$ cat config.mk
export PLATFORM = sky130hd
export DESIGN_NAME = eight_ten_lane_encoder
export DESIGN_NICKNAME = d
export VERILOG_FILES = /design/src/rtl/eight_ten_pkg.sv /design/src/rtl/eight_ten_lane_encoder_symbol.sv /design/src/rtl/eight_ten_lane_encoder.sv
export SDC_FILE = /design/constraint.sdc
export NUM_CORES = 1
export LEC_CHECK = 0
export ABC_CLOCK_PERIOD_IN_PS = 6900
export CAP_MARGIN = 15
export CORE_MARGIN = 8
export CORE_UTILIZATION = 54
export CTS_CLUSTER_DIAMETER = 150
export DETAILED_ROUTE_END_ITERATION = 8
export GPL_TIMING_DRIVEN = 0
export PLACE_DENSITY_LB_ADDON = 0.25
export SYNTH_ARGS = -nofsm -noshare
export SYNTH_HDL_FRONTEND = slang
export SYNTH_SLANG_ARGS = --single-unit
export TNS_END_PERCENT = 10
$ cat constraint.sdc
create_clock -name i_CLK -period 6.9 [get_ports i_CLK]
set_input_delay 1.38 -clock i_CLK [delete_from_list [all_inputs] [get_ports i_CLK]]
set_output_delay 1.38 -clock i_CLK [all_outputs]
set_load 0.005 [all_outputs]
$ cat src/rtl/eight_ten_pkg.sv
// Shared constants and helpers for the 8b/10b lane encoder.
package eight_ten_pkg;
  localparam logic RD_NEG = 1'b0;
  localparam logic RD_POS = 1'b1;

  localparam logic [7:0] K28_0 = 8'h1C;
  localparam logic [7:0] K28_1 = 8'h3C;
  localparam logic [7:0] K28_2 = 8'h5C;
  localparam logic [7:0] K28_3 = 8'h7C;
  localparam logic [7:0] K28_4 = 8'h9C;
  localparam logic [7:0] K28_5 = 8'hBC;
  localparam logic [7:0] K28_6 = 8'hDC;
  localparam logic [7:0] K28_7 = 8'hFC;
  localparam logic [7:0] K23_7 = 8'hF7;
  localparam logic [7:0] K27_7 = 8'hFB;
  localparam logic [7:0] K29_7 = 8'hFD;
  localparam logic [7:0] K30_7 = 8'hFE;

  function automatic logic is_legal_k(input logic [7:0] b);
    return (b inside {K28_0, K28_1, K28_2, K28_3, K28_4, K28_5, K28_6, K28_7,
                      K23_7, K27_7, K29_7, K30_7});
  endfunction
endpackage

$ cat src/rtl/eight_ten_lane_encoder_symbol.sv
// One-lane combinational 8b/10b symbol encoder (5b/6b + 3b/4b with A7 handling).
module eight_ten_symbol
  import eight_ten_pkg::*;
(
  input  logic [7:0] data_i,
  input  logic       k_i,
  input  logic       rd_i,
  output logic [9:0] code_o,
  output logic       rd_o,
  output logic       k_err_o
);
  logic [4:0] x;
  logic [2:0] y;
  logic       legal, six_unbal, four_unbal, rd_mid, a7;
  logic [5:0] six_n, six;
  logic [3:0] four_n, four;

  always_comb begin
    x       = data_i[4:0];
    y       = data_i[7:5];
    legal   = k_i && is_legal_k(data_i);
    k_err_o = k_i && !legal;
    // Tables hold the RD- form; the RD+ form is the bitwise complement.
    case (x)
      5'd0:  six_n = 6'b100111;
      5'd1:  six_n = 6'b011101;
      5'd2:  six_n = 6'b101101;
      5'd3:  six_n = 6'b110001;
      5'd4:  six_n = 6'b110101;
      5'd5:  six_n = 6'b101001;
      5'd6:  six_n = 6'b011001;
      5'd7:  six_n = 6'b111000;
      5'd8:  six_n = 6'b111001;
      5'd9:  six_n = 6'b100101;
      5'd10: six_n = 6'b010101;
      5'd11: six_n = 6'b110100;
      5'd12: six_n = 6'b001101;
      5'd13: six_n = 6'b101100;
      5'd14: six_n = 6'b011100;
      5'd15: six_n = 6'b010111;
      5'd16: six_n = 6'b011011;
      5'd17: six_n = 6'b100011;
      5'd18: six_n = 6'b010011;
      5'd19: six_n = 6'b110010;
      5'd20: six_n = 6'b001011;
      5'd21: six_n = 6'b101010;
      5'd22: six_n = 6'b011010;
      5'd23: six_n = 6'b111010;
      5'd24: six_n = 6'b110011;
      5'd25: six_n = 6'b100110;
      5'd26: six_n = 6'b010110;
      5'd27: six_n = 6'b110110;
      5'd28: six_n = 6'b001110;
      5'd29: six_n = 6'b101110;
      5'd30: six_n = 6'b011110;
      default: six_n = 6'b101011;
    endcase
    if (legal && x == 5'd28) six_n = 6'b001111;
    // Balanced codes have three ones (odd parity); unbalanced ones have two or four.
    six_unbal = ~^six_n;
    six       = (rd_i && (six_unbal || six_n == 6'b111000)) ? ~six_n : six_n;
    rd_mid    = rd_i ^ six_unbal;

    a7 = (!rd_mid && (x == 5'd17 || x == 5'd18 || x == 5'd20)) ||
         ( rd_mid && (x == 5'd11 || x == 5'd13 || x == 5'd14));
    if (legal) begin
      case (y)
        3'd0: four_n = 4'b1011;
        3'd1: four_n = 4'b0110;
        3'd2: four_n = 4'b1010;
        3'd3: four_n = 4'b1100;
        3'd4: four_n = 4'b1101;
        3'd5: four_n = 4'b0101;
        3'd6: four_n = 4'b1001;
        default: four_n = 4'b0111;
      endcase
    end else begin
      case (y)
        3'd0: four_n = 4'b1011;
        3'd1: four_n = 4'b1001;
        3'd2: four_n = 4'b0101;
        3'd3: four_n = 4'b1100;
        3'd4: four_n = 4'b1101;
        3'd5: four_n = 4'b1010;
        3'd6: four_n = 4'b0110;
        default: four_n = a7 ? 4'b0111 : 4'b1110;
      endcase
    end
    four_unbal = ^four_n;
    // Control codes flip every 4b group at RD+ so commas keep their shape.
    four   = (rd_mid && (four_unbal || four_n == 4'b1100 || legal)) ? ~four_n : four_n;
    rd_o   = rd_mid ^ four_unbal;
    code_o = {six, four};
  end
endmodule

$ cat src/rtl/eight_ten_lane_encoder.sv
// Registered multi-lane 8b/10b encoder with RD chaining across lanes and cycles.
module eight_ten_lane_encoder
  import eight_ten_pkg::*;
#(
  parameter int LANES = 2
) (
  input  logic                  i_CLK,
  input  logic                  i_RST,
  input  logic                  i_VALID,
  input  logic [8*LANES-1:0]    i_WORD,
  input  logic [LANES-1:0]      i_KIN,
  input  logic                  i_RD_FORCE,
  input  logic                  i_RD_FORCE_VAL,
  output logic                  o_VALID,
  output logic [10*LANES-1:0]   o_ENCODED_WORD,
  output logic [LANES-1:0]      o_K_ERR,
  output logic                  o_RD
);
  logic [LANES:0]          rd_chain;
  logic [LANES-1:0][9:0]   enc_d, enc_q;
  logic [LANES-1:0]        kerr_d, kerr_q;
  logic                    vld_q, rd_d, rd_q;

  assign rd_chain[0] = i_RD_FORCE ? i_RD_FORCE_VAL : rd_q;

  for (genvar gi = 0; gi < LANES; gi++) begin : g_lane
    eight_ten_symbol u_sym (
      .data_i  (i_WORD[8*gi +: 8]),
      .k_i     (i_KIN[gi]),
      .rd_i    (rd_chain[gi]),
      .code_o  (enc_d[gi]),
      .rd_o    (rd_chain[gi+1]),
      .k_err_o (kerr_d[gi])
    );
  end

  // Idle cycles still honour a force: rd_chain[0] already carries it.
  always_comb begin
    rd_d = i_VALID ? rd_chain[LANES] : rd_chain[0];
  end

  always_ff @(posedge i_CLK) begin
    if (i_RST) begin
      vld_q  <= 1'b0;
      enc_q  <= '0;
      kerr_q <= '0;
      rd_q   <= RD_NEG;
    end else begin
      vld_q <= i_VALID;
      rd_q  <= rd_d;
      if (i_VALID) begin
        enc_q  <= enc_d;
        kerr_q <= kerr_d;
      end
    end
  end

  assign o_VALID        = vld_q;
  assign o_ENCODED_WORD = enc_q;
  assign o_K_ERR        = kerr_q;
  assign o_RD           = rd_q;
endmodule

==> impl_results.md <==
* HP Class: flop to flop
* Int Pwr at 0.548 mW
* P per Cell Area at 279 nW/um^2
* Final hold viol count at 0
* Drt via density at 5.93
* Setup TNS at 0 ns
* Syn Area/Cell at 7.73 sq um
* Mux contribution to synthesized area at 0.0626
* Slew Viols, Final at 0
* Die Y at 84.8 um
* Final setup viols at 0
* Filler cells at 402
* Worst Path Required at 7.08 ns
* Kind of critical path: primary input to flop
* Yosys top cell by area: dfxtp_1
* Clock Tree Buf Depth at 2
* Area Growth Syn to Fin at 24.4%
* Final Instance Area at 3180 sq um
* Slew margin rel. at 0.513
* Status: complete, no violations
* Tightest Pin Transition at 0.710 ns
* Post-synthesis sequential area ratio at 0.188
* Area share of xor/xnor cells in the synthesized design at 0.114
* Max_cap viols at 0
* Area fraction of the dominant cell type after synthesis at 0.188
* Layout cells sized above 1 at 0.0714
* CTS sink cnt at 24
* Post-synth net total at 379
* Starting Density at 0.549
* Vias in the first global route at 2,343
* Cells along the critical path: dlygate4sd2_1 -> inv_1 -> ha_1 -> or3b_1 -> a31oi_1 -> o21ai_1 -> and3_2 -> nand2_1 -> a41o_1 -> ha_1 -> xnor3_2 -> xnor2_4 -> mux2i_1 -> nor2_1 -> a2111oi_4 -> ha_1 -> xnor2_1 -> xnor3_2 -> xor2_4 -> mux2i_4 -> nor3b_2 -> o21ai_1 -> or3_1 -> o311ai_1
* Post-Synth Simple-Gate Area at 0.216
* Ys flop type: dfxtp_1
* Post-Synth Adder-Cell Area at 0.126
* CTS tree: yes
* DR top layer: met3
* Yosys cell types at 61
* Period minus WS final at 6.54 ns
* Initial antenna violation count at 0
* TritonRoute pass-1 iters at 4
* Nets at 427
* Final HPWL DP at 5020 um
* Initial DRC Count at 193
* Crit path capture type: flop
* Cell mode on critical path: ha_1
* P_leak at 1.30 nW
* Clock skew at 0.00102 ns
* Synth Register Bits at 24
* I/O pin cnt at 47
* H-tree depth at 1
* Global-route wire length before repair at 10,600 um
* Worst Path Arrival at 6.73 ns
* Comb power frac at 0.637
* Antenna fix cells at 0
* Core ar. at 4660 sq um
* Routed WL at 6410 um
* Total congestion overflow at 0
* Seq pwr share at 0.223
* GPL Wtd Cong at 0.907
* YS warnings at 0
* Gr usage total at 0.170
* Post-synth top cells: 35 x nor2_1, 31 x nand2_1, 25 x ha_1
* Total CTS buffers at 3
* Largest net degree at the start of global routing at 15
* Max stage delay on crit path at 0.39 ns
* Final ANT Viol Nets at 0
* Synth area leaders: dfxtp_1 19%, ha_1 12%, mux2i_1 6.3%, xnor2_1 5.5%, nor2_1 5.1%
* Met1 WL at 2950 um
* Sw power at 0.339 mW
* Detailed-route DRC error count at 0
* Clk root buf: clkbuf_8
* Routed WL per cell at 14.8 um
* Complex-gate fraction of the synthesized area at 0.243
* Met3 wire length at 358 um
* Final period utilization at 0.948
* Slowest library cell on the worst path: a2111oi_4
* Placed Area at 3050 sq um
* RSZ-0062 raised after global routing: false
* Port bufs at 42
* Max IR drop VDD at 238 uV
* Mapped cell area at 2560 sq um
* Mapped Cells at 331
* Post-synth ARST share at 0
* FP Rows at 25
* Hold Slack at 0.488 ns
* Sw Ratio at 0.382
* Fmax at 153 MHz
* Routed wl met2 at 3100 um
* Clock Pin Slew Worst Setup and Hold Paths at 0.09 ns
* Clk_lat worst skew at 0.27 ns
* DIE WIDTH at 84.8 um
* Routed vias at 2,562
* Clk pwr share at 0.140
* EDFF count, synth at 0
* Worst-path maximum fanout at 5
* Worst setup SP type: primary input
* Most frequent cell after synthesis: nor2_1
* Largest family of logic cells by synthesized area: compound AO/OA/AOI/OAI gates
* Die area at 7200 sq um
==> power groups by stage <==
stage | clock network [mW] | logic, mW | registers, mW
final | 0.124 | 0.565 | 0.198
after global routing | 0.131 | 0.618 | 0.201
after CTS | 0.125 | 0.525 | 0.198
after detailed placement | 0 | 0.486 | 0.201
after global placement | 0 | 0.477 | 0.199
after floorplan | 0 | 0.334 | 0.200
==> flip-flops by register name, summed over array words and instances (netlist names) <==
signal,flops
o_ENCODED_WORD,20
o_RD,1
o_VALID,1
o_K_ERR,2
==> placed cells by master, fill, tap and decap left out, types with 3 or more instances in the layout <==
master	n
a21oi_1	19
xor2_1	10
clkdlybuf4s50_1	40
a31oi_1	5
clkbuf_8	3
dfxtp_1	24
mux2i_1	15
nor3_1	6
nor2b_1	5
clkbuf_1	11
o22ai_1	3
nor2_1	35
o211ai_1	4
ha_1	25
xnor2_1	15
a211oi_1	9
nand2b_1	7
nand2_1	31
nand3_1	10
inv_1	15
o21ai_0	18
and3_1	3
buf_1	4
==> path summary, 6_finish.rpt <==
check                           startpoint                  to  slack, ns  cells after the start
worst min-delay path            o_K_ERR[1]          o_K_ERR[1]       0.49                      2
worst max-delay path             i_WORD[1]  o_ENCODED_WORD[13]       0.36                     24
worst min register to register  o_K_ERR[1]          o_K_ERR[1]       0.49                      2
worst max register to register        o_RD  o_ENCODED_WORD[13]       3.08                     14
==> critical path: cells and delay by family <==
family,cells,cell delay (ns)
mux,2,0.42
compound gates,6,1.09
buf+inv,2,0.43
xor+xnor,5,1.23
fa+ha+maj,3,0.80
simple gates,6,1.36
==> layer usage <==
| layer | vias up | global-route usage |
|---|---|---|
| li1 | 1288 | - |
| met1 | 1198 | 0.216 |
| met2 | 76 | 0.296 |
| met3 | 0 | 0.0396 |
| met4 | 0 | 0.0113 |
| met5 | - | 0 |
==> final cells by class <==
cell class / count / area [sq um] / share of cell area
Clock inverter: 1 / 30.0 / 0.00943
Sequential cell: 24 / 480 / 0.151
Tap cell: 54 / 67.6 / 0.0212
Clock buffer: 3 / 41.3 / 0.0130
Buffer: 17 / 66.3 / 0.0208
Timing Repair Buffer: 43 / 422 / 0.132
Inverter: 17 / 63.8 / 0.0200
Multi-Input combinational cell: 273 / 2010 / 0.632
==> per-stage QoR <==
stage	setup slack, ns	power, mW	utilization	instances
after floorplan	0.616	0.534	-	331
after global placement	-0.654	0.676	0.654	427
after detailed placement	-0.708	0.686	0.654	427
after CTS	0.0808	0.848	0.675	432
after global routing	0.0101	0.950	0.683	432
final	0.356	0.887	0.683	432
==> what timing repair did <==
| action | in CTS | in global routing |
|---|---|---|
| resized for setup | 6 | 7 |
| pin swaps | 1 | 1 |
| endpoints found under the setup margin | 3 | 5 |
| hold buffers | 0 | 0 |
| buffers inserted | 1 | 0 |
==> cells by family after synthesis <==
| logic type | Yosys count |
|---|---|
| simple gates | 114 |
| compound gates | 88 |
| mux | 16 |
| flops | 24 |
| fa+ha+maj | 26 |
| buf+inv | 34 |
| xor+xnor | 29 |
Power figures use the tool's default switching activity.
